$ cat src/rtl/poly_adsr_mixer.sv
// Polyphonic ADSR envelope engine and voice mixer, one shared sequencer.
// Ports: clk, rst, sample_tick, gate, adsr, sample_in -> mix_out, mix_valid, env_out, active, busy, overrun.
module poly_adsr_mixer #(
  parameter int VOICES   = 4,
  parameter int BITSIZE  = 16,
  parameter int ENV_BITS = 8,
  parameter int ACC_BITS = 20,
  parameter int MIX_MODE = 0
) (
  input  logic                        clk,
  input  logic                        rst,
  input  logic                        sample_tick,
  input  logic [VOICES-1:0]           gate,
  input  logic [16*VOICES-1:0]        adsr,
  input  logic [BITSIZE*VOICES-1:0]   sample_in,
  output logic [BITSIZE-1:0]          mix_out,
  output logic                        mix_valid,
  output logic [ENV_BITS*VOICES-1:0]  env_out,
  output logic [VOICES-1:0]           active,
  output logic                        busy,
  output logic                        overrun
);

  localparam int LV  = $clog2(VOICES);
  localparam int VIW = (LV == 0) ? 1 : LV;
  localparam int CW  = $clog2(VOICES + 2);
  localparam int SW  = BITSIZE + LV + 1;
  localparam int PW  = BITSIZE + ENV_BITS + 1;

  localparam logic [CW-1:0] C_NV  = CW'(VOICES);
  localparam logic [CW-1:0] C_END = CW'(VOICES + 1);
  localparam logic [ACC_BITS-1:0] ACC_MAX = '1;
  localparam logic [ACC_BITS-1:0] INC_TOP = ACC_BITS'(1) << (ACC_BITS - 5);
  localparam logic signed [SW-1:0] SMAX =
    {{(LV + 2){1'b0}}, {(BITSIZE - 1){1'b1}}};
  localparam logic signed [SW-1:0] SMIN =
    {{(LV + 2){1'b1}}, {(BITSIZE - 1){1'b0}}};

  typedef enum logic [2:0] {
    IDLE, ATTACK, DECAY, SUSTAIN, RELEASE
  } state_t;

  function automatic logic [ACC_BITS-1:0] inc_of(input logic [3:0] k);
    return INC_TOP >> k;
  endfunction

  state_t                  st  [VOICES];
  logic [ACC_BITS-1:0]     acc [VOICES];
  logic [VOICES-1:0]       cap_gate;
  logic [VOICES-1:0]       prev_gate;
  logic [16*VOICES-1:0]    cap_adsr;
  logic [BITSIZE*VOICES-1:0] cap_smp;
  logic [CW-1:0]           cnt;
  logic signed [SW-1:0]    sum;

  // cnt selects the voice being updated; the voice one behind it is mixed
  logic [VIW-1:0] uv;
  logic [VIW-1:0] pv;
  assign uv = VIW'(cnt);
  assign pv = VIW'(cnt - CW'(1));

  logic [15:0]         vp;
  state_t              st_c;
  logic [ACC_BITS-1:0] acc_c;
  logic                g_c;
  logic                rise_c;
  assign vp     = cap_adsr[16*uv +: 16];
  assign st_c   = st[uv];
  assign acc_c  = acc[uv];
  assign g_c    = cap_gate[uv];
  assign rise_c = cap_gate[uv] & ~prev_gate[uv];

  logic [ACC_BITS:0] add_a;
  logic [ACC_BITS:0] sub_d;
  logic [ACC_BITS:0] sub_r;
  assign add_a = {1'b0, acc_c} + {1'b0, inc_of(vp[15:12])};
  assign sub_d = {1'b0, acc_c} - {1'b0, inc_of(vp[11:8])};
  assign sub_r = {1'b0, acc_c} - {1'b0, inc_of(vp[3:0])};

  // sustain level: the 4-bit s repeated down from the MSB
  logic [ACC_BITS-1:0] tgt;
  always_comb begin
    tgt = '0;
    for (int j = 0; j < ACC_BITS; j++)
      tgt[ACC_BITS-1-j] = vp[7 - (j % 4)];
  end

  logic [ACC_BITS-1:0] att_acc;
  state_t              att_st;
  always_comb begin
    att_acc = add_a[ACC_BITS-1:0];
    att_st  = ATTACK;
    if (add_a >= {1'b0, ACC_MAX}) begin
      att_acc = ACC_MAX;
      att_st  = DECAY;
    end
  end

  logic [ACC_BITS-1:0] nacc;
  state_t              nst;
  always_comb begin
    nst  = st_c;
    nacc = acc_c;
    if (rise_c) begin
      nst  = att_st;
      nacc = att_acc;
    end else if (!g_c && (st_c == ATTACK || st_c == DECAY ||
                          st_c == SUSTAIN)) begin
      nst = RELEASE;
    end else begin
      unique case (st_c)
        ATTACK: begin
          nst  = att_st;
          nacc = att_acc;
        end
        DECAY: begin
          if (sub_d[ACC_BITS] || sub_d[ACC_BITS-1:0] <= tgt) begin
            nacc = tgt;
            nst  = SUSTAIN;
          end else begin
            nacc = sub_d[ACC_BITS-1:0];
          end
        end
        SUSTAIN: nacc = tgt;
        RELEASE: begin
          if (sub_r[ACC_BITS] || sub_r[ACC_BITS-1:0] == '0) begin
            nacc = '0;
            nst  = IDLE;
          end else begin
            nacc = sub_r[ACC_BITS-1:0];
          end
        end
        default: begin
          nacc = '0;
          nst  = IDLE;
        end
      endcase
    end
  end

  logic [ENV_BITS-1:0]      env_p;
  logic signed [BITSIZE-1:0] smp_p;
  logic signed [ENV_BITS:0] envs;
  logic signed [PW-1:0]     prod;
  logic signed [SW-1:0]     prod_s;
  assign env_p  = acc[pv][ACC_BITS-1 -: ENV_BITS];
  assign smp_p  = cap_smp[BITSIZE*pv +: BITSIZE];
  assign envs   = {1'b0, env_p};
  assign prod   = smp_p * envs;
  assign prod_s = SW'(prod >>> ENV_BITS);

  logic signed [SW-1:0]  avg;
  logic [BITSIZE-1:0]    mix_c;
  assign avg = sum >>> LV;
  always_comb begin
    mix_c = '0;
    if (MIX_MODE == 0) begin
      if (sum > SMAX)
        mix_c = {1'b0, {(BITSIZE - 1){1'b1}}};
      else if (sum < SMIN)
        mix_c = {1'b1, {(BITSIZE - 1){1'b0}}};
      else
        mix_c = BITSIZE'(sum);
    end else begin
      mix_c = BITSIZE'(avg);
    end
  end

  always_ff @(posedge clk) begin
    if (rst) begin
      for (int i = 0; i < VOICES; i++) begin
        st[i]  <= IDLE;
        acc[i] <= '0;
      end
      cap_gate  <= '0;
      prev_gate <= '0;
      cap_adsr  <= '0;
      cap_smp   <= '0;
      cnt       <= '0;
      sum       <= '0;
      mix_out   <= '0;
      mix_valid <= 1'b0;
      env_out   <= '0;
      active    <= '0;
      busy      <= 1'b0;
      overrun   <= 1'b0;
    end else begin
      mix_valid <= 1'b0;
      if (sample_tick && busy)
        overrun <= 1'b1;
      if (sample_tick && !busy) begin
        prev_gate <= cap_gate;
        cap_gate  <= gate;
        cap_adsr  <= adsr;
        cap_smp   <= sample_in;
        cnt       <= '0;
        sum       <= '0;
        busy      <= 1'b1;
      end else if (busy) begin
        cnt <= cnt + CW'(1);
        if (cnt < C_NV) begin
          st[uv]  <= nst;
          acc[uv] <= nacc;
          env_out[ENV_BITS*uv +: ENV_BITS] <=
            nacc[ACC_BITS-1 -: ENV_BITS];
          active[uv] <= (nst != IDLE);
        end
        if (cnt != '0 && cnt <= C_NV)
          sum <= sum + prod_s;
        if (cnt == C_END) begin
          mix_out   <= mix_c;
          mix_valid <= 1'b1;
          busy      <= 1'b0;
        end
      end
    end
  end

endmodule

$ cat config.mk
export PLATFORM = sky130hd
export DESIGN_NAME = poly_adsr_mixer
export DESIGN_NICKNAME = d
export VERILOG_FILES = /design/src/rtl/poly_adsr_mixer.sv
export SDC_FILE = /design/constraint.sdc
export NUM_CORES = 1
export LEC_CHECK = 0
export ABC_AREA = 1
export CAP_MARGIN = 20
export CORE_UTILIZATION = 46
export DETAILED_ROUTE_END_ITERATION = 12
export GPL_ROUTABILITY_DRIVEN = 1
export PLACE_DENSITY_LB_ADDON = 0.3
export SLEW_MARGIN = 10
export SYNTH_ARGS = -nofsm -noshare
export SYNTH_HDL_FRONTEND = slang
export SYNTH_SLANG_ARGS = --single-unit
$ cat constraint.sdc
create_clock -name clk -period 8.8 [get_ports clk]
set_clock_uncertainty 0.05 [all_clocks]
set_input_delay 2.64 -clock clk [delete_from_list [all_inputs] [get_ports clk]]
set_output_delay 2.64 -clock clk [all_outputs]
set_load 0.03 [all_outputs]
Word-level counts from Yosys, hierarchy flattened

Memory sizes are Yosys's and may differ from the RTL's. A register that Yosys moved wholly into a read port is not among the register bits.
Index checks and enable logic that the tools add are counted.

Add/sub/neg operators: 7
Multipliers: 1
Magnitude comparators: 8
Equal/unequal tests: 5
Shift operators: 7
Mux-type cells: 43
Bitwise operators: 4
Reductions and logical operators: 21

Operators by type and width:

| cell                                                                | count |
|---|---|
| variable part select 64 x 7 -> 16 bit                               | 2 |
| 2-to-1 mux 20 bit                                                   | 6 |
| case mux 20 bit (4 select lines)                                    | 1 |
| right shift 16 x 4 -> 20 bit, first input constant                  | 3 |
| subtractor 20 x 20 -> 21 bit                                        | 2 |
| negation 5 -> 34 bit                                                | 1 |
| variable shift 8 x 34 -> 32 bit, first input constant               | 1 |
| variable part select 8 x 34 -> 32 bit                               | 1 |
| bitwise mux 32 bit                                                  | 1 |
| 2-to-1 mux 16 bit                                                   | 2 |
| multiplier 16 x 9 -> 25 bit                                         | 1 |
| adder 20 x 20 -> 21 bit                                             | 1 |
| greater-or-equal comparator 21 x 20 -> 1 bit, second input constant | 1 |
| <= comparator 20 bit                                                | 1 |
| logical NOT 20 bit                                                  | 1 |
| OR reduction 20 bit                                                 | 1 |
| adder 19 x 17 -> 19 bit                                             | 1 |
| greater-than comparator 19 x 16 -> 1 bit, second input constant     | 1 |
| < comparator 19 x 16 -> 1 bit, second input constant                | 1 |
| 2-to-1 mux 1 bit                                                    | 16 |
| 2-to-1 mux 3 bit                                                    | 5 |
| 2-to-1 mux 2 bit                                                    | 7 |
| case mux 3 bit (4 select lines)                                     | 1 |
| equality test 3 x 2 -> 1 bit, second input constant                 | 2 |
| 21 further kinds                                                    | 36 |

Register bits: 213
Bits in writable memories: 92
Bits of input ports: 135
Output and inout bits: 55
Logic and storage cells: 110
Memories: 2

Memories:

| memory | depth | bits a word | rd ports | clocked after Yosys merged registers in | wr ports | line | RTL |
|---|---|---|---|---|---|---|---|
| acc    | 4     | 20          | 2        | 1                                       | 4        | 48   | `logic [ACC_BITS-1:0] acc [VOICES];` |
| st     | 4     | 3           | 1        | 1                                       | 4        | 47   | `state_t st [VOICES];` |

Depth between registers and ports, before layout

Word-level depth: 11
Mapped depth: 49
Gate-level depth less buffers: 42

Worst setup path after synthesis

Ideal clock, no wire load.

Kind: reg2reg
From: reg cnt[0]
To: reg sum[15]
Library setup time: 0.058 ns
Arrival time: 8.101 ns
Data required time: 8.692 ns
Setup slack: 0.591 ns
Stages on the path, launching flop included: 43
Path buffers: 7
Clock period less this slack: 8.209 ns
Cell sequence: dfxtp_1 buf_2 inv_2 buf_2 clkbuf_1 clkbuf_1 ha_1 buf_2 clkinv_1 clkbuf_1 buf_1 a32oi_1 inv_1 nor2_1 fa_1 inv_1 fa_1 inv_1 (+7 left out) a21oi_1 xnor2_1 ha_1 nand2_1 nor2_1 a21oi_1 o21ai_0 inv_1 o21ai_0 a21oi_1 o21ai_0 nand2_1 nand2_1 a21boi_0 or2_2 nand3_1 o211ai_1 inv_1

Word-level cells in the longest chain between the ends: 4
Elaborated cells on any way between the ends: 9
Those cells by class: add/sub (2); mul (1); order compare (1); shift (1); reduce/logical (3); memory (1)

Ends and longest elaborated chain:

| element                                                                           | line | RTL |
|---|---|---|
| start: declaration                                                                | 53   | `logic [CW-1:0] cnt;` |
| start signal: assignment                                                          | 200  | `cnt <= cnt + CW'(1);` |
| subtractor 2 x 1 -> 2 bit *                                                       | 60   | `assign pv = VIW'(cnt - CW'(1));` |
| named net pv[0]                                                                   | 58   | `logic [VIW-1:0] pv;` |
| variable part select 64 x 7 -> 16 bit or memory read (4 x 20 bit) (tied branches) | -    |  |
| multiplier 16 x 9 -> 25 bit *                                                     | 149  | `assign prod = smp_p * envs;` |
| adder 19 x 17 -> 19 bit *                                                         | 209  | `sum <= sum + prod_s;` |
| end signal: assignment                                                            | 209  |  |
| end: declaration                                                                  | 54   | `logic signed [SW-1:0] sum;` |

Mark *: on every way through the listed nets, which the timed path passes. The rest lies on a longest branch.
A chain may end at the register's enable or synchronous reset.

Final worst setup path

From: reg cnt[1]
To: reg sum[16]

Word-level cells in the longest chain between the ends: 4
Elaborated cells on any way between the ends: 9
Those cells by class: add/sub (2); mul (1); order compare (1); shift (1); reduce/logical (3); memory (1)

Ends and longest elaborated chain:

| element                                                                           | line |
|---|---|
| subtractor 2 x 1 -> 2 bit                                                         | 60 |
| variable part select 64 x 7 -> 16 bit or memory read (4 x 20 bit) (tied branches) | - |
| multiplier 16 x 9 -> 25 bit                                                       | 149 |
| adder 19 x 17 -> 19 bit                                                           | 209 |

Parallel ways exist; a longest one is shown, timed or not.

==> results by group <==
Yosys
  – Post-Syn Nets: 3,579
  – Syn Std Cell Area: between 0.02 and 0.025 mm2
  – Cells after Synth: roughly 3,200
  – Post-synthesis adder-cell area fraction: around 17%
  – Top FF cell, synth: dfxtp_1
  – Complex-gate fraction of the synthesized area: between 10% and 20%
  – Synth top cells by count: nand2_1, nor2_1, inv_1, o21ai_0, a21oi_1
  – Simple-gate share of the synthesized area: around a quarter
  – Largest family of logic cells by synthesized area: simple AND/OR/NAND/NOR gates
  – Post-synth top area share: a little under a fifth
  – #FFs+latches synth: just over 300
  – Most common cell in the netlist: nand2_1
  – Post-Synth XOR/XNOR Area: about 2.5%
  – Synth area leaders: dfxtp_1, edfxtp_1, nand2_1, fa_1, nor2_1
  – Syn avg cell area: ~7.2 um2
  – Synth warn: 0
  – Post-synth EDFFs: 92
  – Area leader, netlist: dfxtp_1
  – Sequential element share of the synthesized area: a little under a third
  – Mux share of post-synthesis cell area: 0%
  – Netlist cell types: between 50 and 60
  – Ys async rst share: 0%

STA
  – Max-slew violation count: 0
  – Setup TNS: 0 ns
  – Tightest Pin Transition: 1.14 ns
  – Slew HR: a little under a quarter
  – Fin crit share: 92.0%
  – Final setup viols: 0
  – Worst setup slack after layout: around 0.70 ns
  – Final Hold Viols: 0
  – RSZ-0062 raised after global routing: false
  – Tmin final: 8.10 ns
  – F_max: between 100 and 150 MHz

Die
  – Placement row count: 81
  – Die X: approximately 230 um
  – IO Count: 190
  – Die H: around 230 um
  – Core Footprint: 0.0492 mm2
  – Initial Utilization: a little under half
  – Die area: ~0.051 mm2

GRT
  – GRT Resource Usage Total: between 20% and 30%
  – Initial antenna violation count: 1
  – Grt total ovfl: 0
  – First-pass GRT wire length: between 100,000 and 150,000 um
  – Vias in the first global route: ~21,000
  – Largest net degree at the start of global routing: roughly 110

Power and ir drop
  – Sequential share of power: 25.2%
  – Net switching power: between 0.002 and 0.003 W
  – Int Pwr: 0.00361 W
  – Pleak: between 10 and 15 nW
  – Worst ir drop on vdd: roughly 160 uV
  – Combinational Power Share: between 40% and 50%
  – Clk network pwr share: between 20% and 30%
  – Pwr Density: around 230 mW/mm2
  – Sw frac: between 40% and 50%

Placement
  – GP Congestion: just over 1
  – Dpl hpwl: between 50,000 and 60,000 um
  – Post-place setup slack: around 0.83 ns
  – Port Buf Inserts: roughly 190

Setup path
  – Crit-path max FO: 29
  – WP data arrival: 8.50 ns
  – Critical path's slowest cell: a32oi_1
  – CP endpoint kind: flip-flop
  – R2r endpoint: sum[16]
  – Reg2reg setup slack: around 0.70 ns
  – Worst setup startpoint: cnt[1]
  – CP endpoint: sum[16]
  – Reg2reg start: cnt[1]
  – Slowest stage delay, CP: about 0.55 ns
  – Most used cell, CP: inv_1
  – Crit path kind: reg2reg
  – Critical Path Source Type: flip-flop
  – Cells on worst reg2reg path: 39
  – CP required: a little over 9 ns

Clock network
  – Maximum clock path buffer count: 3
  – Postcts setup bufs: 0
  – TritonCTS clock tree: built
  – Clock slew at reported path FFs: 0.06 ns
  – Clock root cell: clkbuf_16
  – Hold buffers post-CTS: 0
  – CTS HTree Levels: 2
  – CTS buffer count: 38
  – # clock sinks: 307
  – PostCTS Resize Cnt: 0
  – Clk_lat worst skew: between 0.5 and 0.6 ns

Drt
  – DR iter-0 viols: about 1,900
  – Vias/cell: 5.47
  – Wire per inst: around 18 um
  – DRC viols: 0
  – Antenna viol nets, final: 0
  – Drt pass-1 iters: 6
  – Total wire length: 74,000 um
  – Via Count: about 22,000

Job
  – Max_cap viols: 0

Layout
  – Area Growth Syn to Fin: 16.5%
  – Layout cell share with drive strength beyond 1: 5.68%
  – Nets@finish: around 3,700

Min path
  – Hold_sp: prev_gate[1]
  – Hold Path Class: reg2reg

Status
  – Status: completed
-- area by class of cell --
cell class / count / area [um2]
Antenna cell: 1 / 2.50
Clock buffer: 52 / 1090
Clock inverter: 18 / 226
Fill cell: 4732 / 22300
Inverter: 413 / 1550
Multi-Input combinational cell: 2351 / 13900
Sequential cell: 307 / 7070
Tap cell: 664 / 831
Timing Repair Buffer: 223 / 2170
-- power groups by stage --
stage | registers [W] | logic [W] | clock network [W]
floorplan | 0.00160 | 0.00226 | 0
global placement | 0.00161 | 0.00299 | 0
detailed placement | 0.00161 | 0.00300 | 0
CTS | 0.00158 | 0.00303 | 0.00166
global route | 0.00159 | 0.00346 | 0.00172
finish | 0.00158 | 0.00307 | 0.00164
-- layout by cell type, fill, tap and decap left out, types with 17 or more instances in the layout --
cell type,netlist,final
clkbuf_16,0,38
buf_4,4,32
nand4_1,46,46
clkdlybuf4s50_1,0,188
nor2_1,525,524
a21oi_1,241,241
xnor2_1,25,25
o22ai_1,24,24
a32oi_1,25,25
fa_1,105,105
o21bai_1,17,17
nand3_1,125,125
inv_1,398,397
nand2_1,601,601
edfxtp_1,92,92
ha_1,138,138
o21ai_1,18,18
xor2_1,41,41
dfxtp_1,215,214
or2_2,35,35
o21ai_0,258,257
-- per-layer routing --
layer  part of all wire [%]  vias up  track usage [%]
met1                     42    10200             38.5
met4                    4.3        0             12.7
met3                    7.9      170             4.03
met5                      0        -                0
li1                       -    10700                -
met2                     46      916             48.0
-- how the worst min path moves through the flow --
stage,depth (start not counted),end
floorplan,2,cap_smp[48]
CTS,2,prev_gate[1]
global placement,2,prev_gate[1]
global route,2,cap_adsr[18]
finish,2,prev_gate[1]
detailed placement,2,prev_gate[1]
-- registers in the layout (all words and copies together) (netlist names), named ones only --
signal     cells
env_out       32
st            12
acc           80
sum           19
active         4
cap_adsr      64
cnt            3
mix_valid      1
cap_smp       64
busy           1
prev_gate      4
mix_out       16
overrun        1
cap_gate       4
-- critical path, delay by kind of cell (launching register included) --
kind / cells / cell delay (ns)
AOI/OAI and AO/OA: 13 / 2.95
buffers and inverters: 10 / 0.95
and+or+nand+nor: 8 / 0.65
xor gates and xnor gates: 1 / 0.16
DFF: 1 / 0.48
adders and majority gates: 7 / 2.72
-- kinds of logic after synthesis --
kind of cell             count (synthesis)
flip-flops                             307
buffers and inverters                  543
XOR/XNOR                                66
AO/OA/AOI/OAI                          654
AND/OR/NAND/NOR                       1388
adder cells (fa/ha/maj)                243
-- per-stage QoR --
step	total power, W	instance area (um2)	hold slack [ns]	utilization, %	std cells
after global placement	0.00459	25500	0.385	51.9	3957
after floorplan	0.00386	23000	0.375	-	3201
after global routing	0.00676	26900	0.419	54.6	4029
after detailed placement	0.00461	25500	0.392	51.9	3957
final	0.00628	26900	0.396	54.6	4029
after CTS	0.00627	26800	0.401	54.6	4027
No activity file was read; power rests on OpenSTA's default activity.
